--- src/rtl/cam_frame_readout_ctrl_if.sv ---
// Capture, frame-RAM read and pixel-stream signals of the frame readout sequencer.
// master = sequencer side, slave = capture block / RAM / pixel sink side.
interface cam_frame_readout_ctrl_if #(
  parameter int ADDR_W = 16
);
  logic              cap_req;
  logic              cap_ready;
  logic [ADDR_W-1:0] ram_raddr;
  logic [31:0]       ram_rdata;
  logic              pix_valid;
  logic [15:0]       pix_data;
  logic              pix_ready;

  modport master (
    output cap_req, ram_raddr, pix_valid, pix_data,
    input  cap_ready, ram_rdata, pix_ready
  );

  modport slave (
    input  cap_req, ram_raddr, pix_valid, pix_data,
    output cap_ready, ram_rdata, pix_ready
  );
endinterface

--- src/rtl/cam_frame_readout_ctrl.sv ---
// Requests one camera frame, reads the frame RAM word by word and streams each word
// as two RGB565 pixels (low half first); 4 cycles per word with pix_ready held high.
module cam_frame_readout_ctrl #(
  parameter int FRAME_WORDS = 38400,
  parameter int ADDR_W      = 16,
  parameter int TO_W        = 24
) (
  input  logic                      HCLK,
  input  logic                      HRESET,
  input  logic                      start,
  input  logic                      abort,
  output logic                      busy,
  output logic                      done,
  output logic                      timeout,
  cam_frame_readout_ctrl_if.master  bus
);

  typedef enum logic [2:0] {
    IDLE, REQ, ADDR, RDWAIT, PIX0, PIX1, RELEASE, DONE
  } state_t;

  localparam logic [ADDR_W-1:0] LAST_WORD = ADDR_W'(FRAME_WORDS - 1);
  localparam logic [TO_W-1:0]   TO_ONES   = '1;
  localparam logic [TO_W-1:0]   TO_PENULT = TO_ONES - TO_W'(1);

  state_t            state_q;
  logic [1:0]        sync_q;
  logic              cap_req_q;
  logic [ADDR_W-1:0] raddr_q;
  logic              pix_valid_q;
  logic [15:0]       pix_data_q;
  logic [15:0]       hi_q;
  logic              busy_q;
  logic              done_q;
  logic              timeout_q;
  logic              fail_q;
  logic [TO_W-1:0]   to_cnt_q;
  logic              rdy_s;
  logic              abortable;

  assign rdy_s     = sync_q[1];
  assign abortable = (state_q == REQ) || (state_q == ADDR) || (state_q == RDWAIT) ||
                     (state_q == PIX0) || (state_q == PIX1);

  // raddr_q doubles as the word counter: both always hold the current word index.
  always_ff @(posedge HCLK or posedge HRESET) begin
    if (HRESET) begin
      state_q     <= IDLE;
      sync_q      <= '0;
      cap_req_q   <= 1'b0;
      raddr_q     <= '0;
      pix_valid_q <= 1'b0;
      pix_data_q  <= '0;
      hi_q        <= '0;
      busy_q      <= 1'b0;
      done_q      <= 1'b0;
      timeout_q   <= 1'b0;
      fail_q      <= 1'b0;
      to_cnt_q    <= '0;
    end else begin
      sync_q    <= {sync_q[0], bus.cap_ready};
      done_q    <= 1'b0;
      timeout_q <= 1'b0;
      if (abort && abortable) begin
        state_q     <= RELEASE;
        cap_req_q   <= 1'b0;
        pix_valid_q <= 1'b0;
        fail_q      <= 1'b1;
      end else begin
        case (state_q)
          IDLE: begin
            if (start && !abort) begin
              state_q   <= REQ;
              cap_req_q <= 1'b1;
              busy_q    <= 1'b1;
              to_cnt_q  <= '0;
              raddr_q   <= '0;
              fail_q    <= 1'b0;
            end
          end
          REQ: begin
            if (rdy_s) begin
              state_q <= ADDR;
            end else if (to_cnt_q == TO_PENULT) begin
              to_cnt_q  <= TO_ONES;
              state_q   <= RELEASE;
              cap_req_q <= 1'b0;
              timeout_q <= 1'b1;
              fail_q    <= 1'b1;
            end else begin
              to_cnt_q <= to_cnt_q + TO_W'(1);
            end
          end
          ADDR: state_q <= RDWAIT;
          RDWAIT: begin
            hi_q        <= bus.ram_rdata[31:16];
            pix_data_q  <= bus.ram_rdata[15:0];
            pix_valid_q <= 1'b1;
            state_q     <= PIX0;
          end
          PIX0: begin
            if (pix_valid_q && bus.pix_ready) begin
              pix_data_q <= hi_q;
              state_q    <= PIX1;
            end
          end
          PIX1: begin
            if (pix_valid_q && bus.pix_ready) begin
              pix_valid_q <= 1'b0;
              if (raddr_q == LAST_WORD) begin
                state_q   <= RELEASE;
                cap_req_q <= 1'b0;
              end else begin
                raddr_q <= raddr_q + ADDR_W'(1);
                state_q <= ADDR;
              end
            end
          end
          RELEASE: begin
            if (!rdy_s) begin
              state_q <= DONE;
              done_q  <= !fail_q;
            end
          end
          DONE: begin
            state_q <= IDLE;
            busy_q  <= 1'b0;
          end
          default: state_q <= IDLE;
        endcase
      end
    end
  end

  assign bus.cap_req   = cap_req_q;
  assign bus.ram_raddr = raddr_q;
  assign bus.pix_valid = pix_valid_q;
  assign bus.pix_data  = pix_data_q;
  assign busy          = busy_q;
  assign done          = done_q;
  assign timeout       = timeout_q;

endmodule
--- src/flat_wrapper.sv ---
// flat-port wrapper written by rule: the top's interface ports become plain ports
module cam_frame_readout_ctrl_flat 
#(
  parameter int FRAME_WORDS = 38400,
  parameter int ADDR_W      = 16,
  parameter int TO_W        = 24
)
  (HCLK, HRESET, start, abort, busy, done, timeout, bus_cap_req, bus_ram_raddr, bus_pix_valid, bus_pix_data, bus_cap_ready, bus_ram_rdata, bus_pix_ready);
  cam_frame_readout_ctrl_if #(.ADDR_W(ADDR_W)) bus_i ();
  input  logic HCLK;
  input  logic HRESET;
  input  logic start;
  input  logic abort;
  output logic busy;
  output logic done;
  output logic timeout;
  output wire logic [$bits(bus_i.cap_req)-1:0] bus_cap_req;
  output wire logic [$bits(bus_i.ram_raddr)-1:0] bus_ram_raddr;
  output wire logic [$bits(bus_i.pix_valid)-1:0] bus_pix_valid;
  output wire logic [$bits(bus_i.pix_data)-1:0] bus_pix_data;
  input wire logic [$bits(bus_i.cap_ready)-1:0] bus_cap_ready;
  input wire logic [$bits(bus_i.ram_rdata)-1:0] bus_ram_rdata;
  input wire logic [$bits(bus_i.pix_ready)-1:0] bus_pix_ready;
  assign bus_cap_req = bus_i.cap_req;
  assign bus_ram_raddr = bus_i.ram_raddr;
  assign bus_pix_valid = bus_i.pix_valid;
  assign bus_pix_data = bus_i.pix_data;
  assign bus_i.cap_ready = bus_cap_ready;
  assign bus_i.ram_rdata = bus_ram_rdata;
  assign bus_i.pix_ready = bus_pix_ready;
  cam_frame_readout_ctrl #(.FRAME_WORDS(FRAME_WORDS), .ADDR_W(ADDR_W), .TO_W(TO_W)) u_core (.HCLK(HCLK), .HRESET(HRESET), .start(start), .abort(abort), .busy(busy), .done(done), .timeout(timeout), .bus(bus_i));
endmodule
--- config.mk ---
export PLATFORM = sky130hd
export DESIGN_NAME = cam_frame_readout_ctrl_flat
export DESIGN_NICKNAME = d
export VERILOG_FILES = /design/src/rtl/cam_frame_readout_ctrl_if.sv /design/src/rtl/cam_frame_readout_ctrl.sv /design/src/flat_wrapper.sv
export SDC_FILE = /design/constraint.sdc
export NUM_CORES = 1
export LEC_CHECK = 0
export CORE_UTILIZATION = 35
export DETAILED_ROUTE_END_ITERATION = 12
export GPL_TIMING_DRIVEN = 1
export PLACE_DENSITY_LB_ADDON = 0.1
export REMOVE_ABC_BUFFERS = 1
export SYNTH_ARGS = -nofsm -noshare
export SYNTH_HDL_FRONTEND = slang
export SYNTH_SLANG_ARGS = --single-unit
--- constraint.sdc ---
create_clock -name HCLK -period 3.45 [get_ports HCLK]
set_input_delay 0.8625 -clock HCLK [delete_from_list [all_inputs] [get_ports HCLK]]
set_output_delay 0.8625 -clock HCLK [all_outputs]
set_load 0.05 [all_outputs]
==> results.md <==
* Status: finished clean
* Vias at 3790
* Mapped Cells at 476
* DR iter-0 viols at 242
* Overall power at 4.03 mW
* Dpl cells at 702
* Netlist cell types at 52
* Post-layout net count at 586
* Clock transition at the registers of the reported paths at 0.06 ns
* Drc violations at 0
* Synth Warn # at 0
* Crit path from: abort
* Final period util at 76.0%
* Sw Share at 38.8%
* Switch Pwr at 1.56 mW
* Die width at 114 um
* Peak Freq at 381 MHz
* Hold-fix buffers, CTS at 0
* Setup Skew at 0.00567 ns
* Max Cap Viol at 0
* Share of cells above drive strength 1 at 9.29%
* Worst path arrival time at 2.89 ns
* Post-route non-filler standard cell count at 717
* Worst setup EP type: flip-flop
* Fin. Hold Viols at 0
* Final GP Congestion at 0.760
* Worst EP required at 3.72 ns
* Post-DR wirelength/cell at 15.0 um
* # fillers at 1169
* Detail Route Antenna Nets at 0
* Drt via density at 5.29
* Die area at 13000 um2
* Area of the multi-input gates at 2170 um2
* P_leak at 2.36 nW
* Die H at 114 um
* Crit-path max cell delay at 0.60 ns
* # diodes at 0
* Largest net degree at the start of global routing at 38
* Core Rows at 40
* Element type at the critical path start: primary input
* CTS tree: yes
* Min-delay worst type: flip-flop to flip-flop
* Cell family with most CP delay: simple AND/OR/NAND/NOR gates
* Crit-path cells: clkdlybuf4s50_1 > nor2_1 > o21ai_1 > a21o_1 > or4_1 > a21oi_1
* Max FO, Critical Path at 21
* Root Driver: clkbuf_16
* Post-synth EDFFs at 0
* Core area at 12100 um2
* Syn avg cell area at 9.23 um2
* Tot GR Track Use at 17.8%
* HP Start: u_core.sync_q[0]
* PwrDens at 714 nW/um2
* Area share of the largest cell type after synthesis at 47.3%
* Area growth syn-to-layout at 28.4%
* H-Tree Depth at 3
* WL final at 10.7 mm
* Crit Path Class: primary input to flip-flop
* Clock power frac at 25.5%
* Remaining Overflow, GRT at 0
* Cell taking the most area after synthesis: dfrtp_1
* Ports at 75
* Worst-Margin Slew at 0.764 ns
* Top cells by area, synth: dfrtp_1, o21ai_0, nand2_1, mux2_2, mux2i_1
* Crit path time final at 2.62 ns
* Slew HR at 49.1%
* Starting Density at 36.3%
* Vias in the first global route at 3666
* RSZ-0062 raised after global routing: false
* Seq/Total Area, Yosys at 47.3%
* Worst skew pair latency at 0.35 ns
* Initial antenna violation count at 0
* IO Port Bufs at 74
* Sequential cell area at 2080 um2
* Clock Tree Buf Depth at 2
* PostCTS Resize Cnt at 0
* TritonCTS buffer count at 9
* CTS sink count at 83
* Post-CTS Setup Inserts at 0
* Dominant synthesized flop cell: dfrtp_1
* Syn Std Cell Area at 4390 um2
* Comb pwr share at 36.7%
* Async SR Flop Fraction at 100%
* Flop pwr share at 37.9%
* # setup viols final at 0
* WP buf/inv at 1
* First-pass GRT wire length at 18.1 mm
* FF+latch count, synth at 83
* Final slew viol count at 0
* Peak supply drop at 0.493 mV
* Pre-Repair DR Iteration Count at 4
* CP max-delay cell: clkdlybuf4s50_1
* Hpwl dp at 7.09 mm
* Reg2Reg Launch Point: u_core.state_q[2]
* Cell Int Power at 2.46 mW
cells in the final DEF, fill, tap and decap left out, types with 3 or more instances in the layout:
| master | n |
|---|---|
| a21oi_1 | 24 |
| a31oi_1 | 7 |
| and3_1 | 8 |
| and4_1 | 3 |
| buf_4 | 11 |
| clkbuf_16 | 9 |
| clkdlybuf4s50_1 | 74 |
| clkinv_2 | 3 |
| dfrtp_1 | 83 |
| ha_1 | 3 |
| inv_1 | 8 |
| mux2_2 | 17 |
| mux2i_1 | 19 |
| nand2_1 | 62 |
| nand2b_1 | 6 |
| nand3_1 | 22 |
| nand3b_1 | 3 |
| nand4_1 | 14 |
| nor2_1 | 30 |
| nor2b_1 | 3 |
| nor3_1 | 13 |
| nor4_1 | 5 |
| o21ai_0 | 50 |
| o21bai_1 | 3 |
| o31ai_1 | 10 |
| or3_1 | 8 |
| or4_1 | 8 |
flip-flops by register name (all words and copies together) (netlist names):
| register | cells |
|---|---|
| u_core.hi_q | 16 |
| u_core.bus.ram_raddr | 16 |
| u_core.to_cnt_q | 24 |
| u_core.busy | 1 |
| u_core.fail_q | 1 |
| u_core.timeout | 1 |
| u_core.sync_q | 2 |
| u_core.state_q | 3 |
| u_core.bus.cap_req | 1 |
| u_core.bus.pix_valid | 1 |
| u_core.done | 1 |
| u_core.bus.pix_data | 16 |
power groups by stage:
stage	Combinational (mW)	Clock (mW)	Sequential, mW
4_1_cts	1.50	1.05	1.52
3_3_place_gp	1.47	0	1.53
6_report	1.48	1.02	1.53
2_1_floorplan	0.596	0	1.91
5_1_grt	1.60	1.09	1.57
3_5_place_dp	1.49	0	1.53
metrics by stage:
| stage | utilization, % | TNS [ns] | cell area, um2 | hold WS, ns | setup slack, ns |
|---|---|---|---|---|---|
| finish | 46.6 | 0 | 5640 | 0.351 | 0.828 |
| global route | 46.6 | 0 | 5640 | 0.363 | 0.719 |
| floorplan | - | -3.15 | 4270 | 0.331 | -0.197 |
| detailed placement | 44.0 | 0 | 5330 | 0.347 | 0.486 |
| CTS | 46.6 | 0 | 5640 | 0.358 | 0.845 |
| global placement | 44.0 | 0 | 5330 | 0.339 | 0.527 |
logic make-up after synthesis:
kind of cell,Yosys count,share of synthesized area (%)
buf+inv,37,3.70
mux,36,8.68
simple gates,200,23.7
fa+ha+maj,3,0.854
compound gates,115,15.4
flops,83,47.3
xor+xnor,2,0.399
final timing paths:
check | end | slack, ns | cells after the start
max | u_core.bus.ram_raddr[13] | 0.83 | 6
min | u_core.sync_q[1] | 0.35 | 0
max reg2reg | u_core.bus.ram_raddr[13] | 0.99 | 5
min reg2reg | u_core.sync_q[1] | 0.35 | 0
max in group asynchronous | u_core.to_cnt_q[5] | 1.86 | 3
min in group asynchronous | u_core.bus.pix_data[15] | 0.90 | 2
layout make-up:
cell class / instances / area share [%]
Inverter: 9 / 0.621
Timing Repair Buffer: 86 / 15.0
Sequential cell: 83 / 36.8
Clock inverter: 5 / 1.40
Tap cell: 168 / 3.73
Clock buffer: 10 / 4.06
Multi-Input combinational cell: 356 / 38.4
per-layer routing:
layer | vias to the layer above | wire, um | share of wire (%) | global-route usage [%]
met2 | 75 | 4950 | 46 | 27.6
li1 | 1865 | - | - | -
met5 | - | 0 | 0 | 0
met3 | 8 | 622 | 5.8 | 6.62
met4 | 0 | 123 | 1.1 | 5.89
met1 | 1842 | 5030 | 47 | 23.0
synthesized netlist by cell type (3+ instances only):
library cell	count
o21bai_1	4
and3_1	8
mux2i_1	19
nor2b_1	3
dfrtp_1	83
mux2_2	17
clkbuf_1	19
a21oi_1	24
nor3_1	13
o31ai_1	10
nor2_1	30
buf_2	7
or4_1	8
nand3b_1	3
nand2b_1	6
nand2_1	62
nand3_1	22
o21ai_1	3
nor4_1	5
a31oi_1	7
o21ai_0	50
ha_1	3
or3_1	8
nand4_1	14
nor3b_1	3
inv_1	9
and4_1	3
No activity file was read; power rests on OpenSTA's default activity.
